`config.mk`:
```
export PLATFORM = sky130hd
export DESIGN_NAME = tesla_sensor_tx
export DESIGN_NICKNAME = d
export VERILOG_FILES = /design/src/rtl/tesla_sensor_pkg.sv /design/src/rtl/mod5_residue_step.sv /design/src/rtl/tesla_sensor_tx.sv
export SDC_FILE = /design/constraint.sdc
export NUM_CORES = 1
export LEC_CHECK = 0
export ABC_AREA = 1
export CORE_MARGIN = 2
export CORE_UTILIZATION = 45
export CTS_CLUSTER_DIAMETER = 40
export DETAILED_ROUTE_END_ITERATION = 7
export GPL_ROUTABILITY_DRIVEN = 0
export MAX_ROUTING_LAYER = met4
export PLACE_DENSITY = 0.73
export SKIP_CTS_REPAIR_TIMING = 1
export SLEW_MARGIN = 10
export SYNTH_ARGS = -nofsm -noshare
export SYNTH_HDL_FRONTEND = slang
export SYNTH_SLANG_ARGS = --single-unit
export TNS_END_PERCENT = 30
```
`constraint.sdc`:
```
create_clock -name clk -period 1.9 [get_ports clk]
set_input_delay 0.475 -clock clk [delete_from_list [all_inputs] [get_ports clk]]
set_output_delay 0.475 -clock clk [all_outputs]
set_load 0.01 [all_outputs]
```
`src/rtl/tesla_sensor_pkg.sv`:
```
// Shared types and constants for the tesla_sensor_tx serial transmitter.
// The PAR state exists only when TESLA_SENSOR_TX_PARITY_EN is defined.
package tesla_sensor_pkg;

  localparam int SAMPLE_W = 4;
  localparam int RES_W    = 3;
  localparam logic [3:0] MOD = 4'd5;

  localparam int FRAME_BITS_NOPAR = 9;
  localparam int FRAME_BITS_PAR   = 10;

  typedef enum logic [2:0] {
    ST_IDLE  = 3'd0,
    ST_START = 3'd1,
    ST_DATA  = 3'd2,
    ST_RES   = 3'd3,
`ifdef TESLA_SENSOR_TX_PARITY_EN
    ST_PAR   = 3'd4,
`endif
    ST_STOP  = 3'd5
  } state_e;

  // Even parity over data and residue: the bit makes the total count of ones even.
  function automatic logic even_parity(input logic [SAMPLE_W+RES_W-1:0] v);
    return ^v;
  endfunction

endpackage

```
`src/rtl/mod5_residue_step.sv`:
```
// One bit-serial step of the mod-5 remainder: r_next = (2r + b) mod 5.
// Shared with the receiver-side checker so both ends compute identical residues.
module mod5_residue_step
  import tesla_sensor_pkg::*;
(
  input  logic [RES_W-1:0] r_i,
  input  logic             b_i,
  output logic [RES_W-1:0] r_next_o
);

  logic [3:0] sum_s;

  // r is always 0..4, so the sum never exceeds 9 and one subtraction suffices.
  assign sum_s    = {r_i, 1'b0} + {3'b000, b_i};
  assign r_next_o = (sum_s >= MOD) ? 3'(sum_s - MOD) : sum_s[2:0];

endmodule

```
`src/rtl/tesla_sensor_tx.sv`:
```
// Framed MSB-first serial transmitter for 4-bit samples plus mod-5 residue.
// Define TESLA_SENSOR_TX_PARITY_EN to append an even-parity bit before stop.
module tesla_sensor_tx
  import tesla_sensor_pkg::*;
#(
  parameter int CLKS_PER_BIT = 4
) (
  input  logic                clk,
  input  logic                rst_n,
  input  logic                in_valid,
  input  logic [SAMPLE_W-1:0] in_data,
  output logic                in_ready,
  output logic                ser_out,
  output logic                busy,
  output logic                tx_done,
  output logic [RES_W-1:0]    rest_out
);

  localparam logic [7:0] LAST_CYC = 8'(CLKS_PER_BIT - 1);

  state_e              state_q, state_d;
  logic [7:0]          cyc_q, cyc_d;
  logic [1:0]          bit_q, bit_d;
  logic [SAMPLE_W-1:0] data_q, data_d;
  logic [RES_W-1:0]    res_q, res_d;
  logic [RES_W-1:0]    rest_q, rest_d;
  logic                ser_q, ser_d;
  logic                busy_q, busy_d;
  logic                done_q, done_d;
  logic [RES_W-1:0]    step_s;
  logic                cur_bit_s;
  logic                bit_end_s;

  assign bit_end_s = (cyc_q == LAST_CYC);
  assign cur_bit_s = data_q[2'd3 - bit_q];

  mod5_residue_step u_step (
    .r_i      (res_q),
    .b_i      (cur_bit_s),
    .r_next_o (step_s)
  );

  // Next state, counters and datapath; outputs are decoded from the next state so they register cleanly.
  always_comb begin
    state_d = state_q;
    cyc_d   = bit_end_s ? 8'd0 : cyc_q + 8'd1;
    bit_d   = bit_q;
    data_d  = data_q;
    res_d   = res_q;
    rest_d  = rest_q;
    ser_d   = 1'b1;

    case (state_q)
      ST_IDLE: begin
        cyc_d = 8'd0;
        if (in_valid) begin
          state_d = ST_START;
          bit_d   = 2'd0;
          data_d  = in_data;
          res_d   = 3'd0;
        end else begin
          state_d = ST_IDLE;
        end
      end
      ST_START: begin
        if (bit_end_s) begin
          state_d = ST_DATA;
          bit_d   = 2'd0;
        end else begin
          state_d = ST_START;
        end
      end
      ST_DATA: begin
        if (bit_end_s) begin
          res_d = step_s;
          if (bit_q == 2'd3) begin
            state_d = ST_RES;
            bit_d   = 2'd0;
            rest_d  = step_s;
          end else begin
            bit_d = bit_q + 2'd1;
          end
        end else begin
          state_d = ST_DATA;
        end
      end
      ST_RES: begin
        if (bit_end_s) begin
          if (bit_q == 2'd2) begin
`ifdef TESLA_SENSOR_TX_PARITY_EN
            state_d = ST_PAR;
`else
            state_d = ST_STOP;
`endif
            bit_d = 2'd0;
          end else begin
            bit_d = bit_q + 2'd1;
          end
        end else begin
          state_d = ST_RES;
        end
      end
`ifdef TESLA_SENSOR_TX_PARITY_EN
      ST_PAR: begin
        if (bit_end_s) state_d = ST_STOP;
        else           state_d = ST_PAR;
      end
`endif
      ST_STOP: begin
        if (bit_end_s) state_d = ST_IDLE;
        else           state_d = ST_STOP;
      end
      default: begin
        state_d = ST_IDLE;
        cyc_d   = 8'd0;
      end
    endcase

    case (state_d)
      ST_START: ser_d = 1'b0;
      ST_DATA:  ser_d = data_d[2'd3 - bit_d];
      ST_RES:   ser_d = res_d[2'd2 - bit_d];
`ifdef TESLA_SENSOR_TX_PARITY_EN
      ST_PAR:   ser_d = even_parity({data_d, res_d});
`endif
      default:  ser_d = 1'b1;
    endcase

    busy_d = (state_d != ST_IDLE);
    done_d = (state_d == ST_STOP) && (cyc_d == LAST_CYC);
  end

  // State and output registers; reset forces the line idle and drops the frame.
  always_ff @(posedge clk or negedge rst_n) begin
    if (!rst_n) begin
      state_q <= ST_IDLE;
      cyc_q   <= 8'd0;
      bit_q   <= 2'd0;
      data_q  <= 4'd0;
      res_q   <= 3'd0;
      rest_q  <= 3'd0;
      ser_q   <= 1'b1;
      busy_q  <= 1'b0;
      done_q  <= 1'b0;
    end else begin
      state_q <= state_d;
      cyc_q   <= cyc_d;
      bit_q   <= bit_d;
      data_q  <= data_d;
      res_q   <= res_d;
      rest_q  <= rest_d;
      ser_q   <= ser_d;
      busy_q  <= busy_d;
      done_q  <= done_d;
    end
  end

  assign in_ready = (state_q == ST_IDLE);
  assign ser_out  = ser_q;
  assign busy     = busy_q;
  assign tx_done  = done_q;
  assign rest_out = rest_q;

endmodule

```
==> impl_metrics.csv <==
group,metric,value,unit
run_status,status,"finished clean",
setup_path,cp.depth,13,
sta,final.setup_skew,0.00388,ns
setup_path,slowest_delay,0.42,ns
sta,timing.final.crit_share,97.7,%
sta,rsz0062_at_grt,"yes",
grt,grt_max_degree,27,
clock_tree,cts_tree,"done",
grt,grt_pass1_wl,5980,µm
setup_path,slowest_stage,"dfrtp_1",
route,wl_per_cell,11.4,µm
setup_path,cp-start-kind,"flop",
setup_path,end_kind,"flop",
place,port_buffers,13,
setup_path,r2r_setup_slack,0.04,ns
floorplanning,initial_core_util,46.3,%
setup_path,worstSetupPathType,"reg -> reg",
route,via_count,1382,
final_layout,finish.utilization,56.0,%
synth,synth.distinct_cells,36,
synth,yosys_warnings,0,
clock_tree,clockRootBuffer,"clkbuf_8",
setup_path,cpMostUsedCell,"nand2_1",
synth,syn_area,1670,µm²
sta,max_freq,538,MHz
clock_tree,clk_pin_slew,0.09,ns
clock_tree,htree_levels,1,
worst_hold_path,hp-class,"reg -> reg",
floorplanning,rows,22,
power_and_ir_drop,p_per_area,1330,nW/µm²
setup_path,worst-r2r-cell-count,13,
grt,grt_pass1_vias,1327,
setup_path,critPathTopFamily,"simple AND/OR/NAND/NOR gates",
sta,worst_slew_pin_slew,0.324,ns
synth,synthCells,209,
clock_tree,clk_latency,0.27,ns
clock_tree,max-clock-path-buffers,2,
synth,synth-seq-area-share,39.1,%
route,postRouteAntennaNets,0,
floorplanning,die-area,4210,µm²
route,drt_first_pass_iters,4,
grt,antenna_found_initial,0,
synth,syn-num-nets,223,
floorplanning,die_h,64.9,µm
worst_hold_path,holdPathEnd,"cyc_q[0]",
sta,setup_viol,0,
power_and_ir_drop,p_leak,1.01,nW
synth,syn_area_per_cell,7.98,µm²
floorplanning,ios,14,
setup_path,crit_fanout,5,
route,drc_errors,0,
grt,grt_usage,18.8,%
sta,slew_viol_final,0,
floorplanning,die_x,64.9,µm
route,drt-initial-drc-count,15,
place,dp_hpwl,2590,µm
final_layout,drive_above_1_share,27.2,%
setup_path,reg2reg_to,"ser_out",
route,postRouteWirelength,3270,µm
clock_tree,cts_made_buffers,3,
route,avgViaCountPerCell,4.82,
setup_path,arrival,2.06,ns
worst_hold_path,hold_start,"cyc_q[0]",
grt,gr-total-overflow,0,
final_layout,final_nets,254,
power_and_ir_drop,vdd_drop_max,0.825,mV
clock_tree,cts_sinks,26,
worst_hold_path,holdPathStages,1,
synth,synth-seq-cells,26,
sta,holdWs,0.489,ns
final_layout,diodes,0,
sta,fin_crit,1.86,ns
setup_path,worstPathRequired,2.10,ns
setup_path,critical_path_buf_inv_count,2,
sta,hold_viol_final,0,
setup_path,timing.rr.start,"bit_q[0]",
setup_path,path_cells,"buf_4 > ha_1 > or2_2 > nand3_1 > nand2_1 > nand2_1 > nand2_2 > nand2_4 > inv_2 > nand2_1 > nand2_1 > nand3_2 > nand3_2",
job,max_cap_violations,0,
sta,worst_slew_margin_rel,78.4,%
final_layout,synthToLayoutAreaGrowth,21.1,%
floorplanning,coreArea,3610,µm²
-- kinds of logic after synthesis --
group / Yosys count / synth area share [%]
buffers and inverters: 35 / 8.63
xor gates and xnor gates: 3 / 1.58
muxes: 1 / 0.675
and+or+nand+nor: 122 / 38.5
AOI/OAI and AO/OA: 15 / 6.30
DFF: 26 / 39.1
adders and majority gates: 7 / 5.25
-- layout by cell type (no fill, tap or decap), types with 3 or more instances in the layout --
cell              n
nand2_1          56
nand3_1          23
dfrtp_1          22
inv_1            20
buf_4            14
inv_2            13
nor2_1           13
clkdlybuf4s50_1  12
nand2_2           8
ha_1              7
nor2_2            4
nand3_2           4
clkbuf_8          4
o21ai_0           3
o211ai_1          3
dfrtp_2           3
-- metrics by stage --
stage	setup TNS, ns	area [µm²]	instances	total power, W	worst slack (ns)
2_1_floorplan	0	1670	209	0.00185	0.125
3_3_place_gp	-0.0243	1940	281	0.00227	-0.0243
3_5_place_dp	-0.0512	1940	281	0.00229	-0.0487
4_1_cts	-0.266	1990	285	0.00266	-0.140
5_1_grt	-0.262	2020	287	0.00296	-0.171
6_report	0	2020	287	0.00269	0.0429
-- synth_stat cells, drive strengths merged --
master / instances / area (µm²)
xor2: 2 / 17.5
nand4: 2 / 27.5
and3: 1 / 11.3
nand3b: 2 / 15.0
ha: 7 / 87.6
xnor2: 1 / 8.76
dfstp: 1 / 26.3
nor3: 2 / 26.3
a31oi: 1 / 6.26
nor2: 19 / 96.3
inv: 33 / 124
dfrtp: 25 / 626
mux2: 1 / 11.3
o21ai: 6 / 30.0
nand3: 28 / 173
or2: 1 / 6.26
nand2: 66 / 280
o21bai: 1 / 7.51
a21oi: 3 / 30.0
nor4: 1 / 6.26
clkinv: 1 / 8.76
a22o: 1 / 8.76
buf: 1 / 11.3
o211ai: 3 / 22.5
-- sequential cells by signal (all words and copies together) (netlist names) --
name,flops
cyc_q,8
data_q,4
res_q,3
rest_out,3
state_q,3
bit_q,2
busy,1
ser_out,1
tx_done,1
-- report_power, final --
group / internal, W / switching [W] / total (W)
clock: 0.000185 / 0.000167 / 0.000352
sequential: 0.000704 / 0.000132 / 0.000836
combinational: 0.000638 / 0.000866 / 0.00150
-- area by class of cell --
type	count	area [µm²]
repair buffers	27	238
inverters	34	133
well taps	48	60.1
clock buffers	4	55.1
multi-input cells	148	878
flip-flops and latches	26	656
fillers	338	1590
-- worst max path at each step --
stage | from | to | slack, ns
finish | bit_q[0] | ser_out | 0.04
global route | bit_q[1] | ser_out | -0.17
CTS | state_q[2] | in_ready | -0.14
detailed placement | bit_q[0] | ser_out | -0.05
global placement | bit_q[0] | ser_out | -0.02
floorplan | bit_q[0] | ser_out | 0.12
-- layer usage --
metal  track usage [%]  part of all wire, %  up-vias  routed length, µm
li1                  -                    -      728                  -
met1              24.8                   48      633               1570
met2              29.6                   48       16               1580
met3              2.78                  2.0        5                 64
met4              6.91                  1.7        0                 55
met5                 -                    0        -                  0
(Power assumes the default switching activity.)
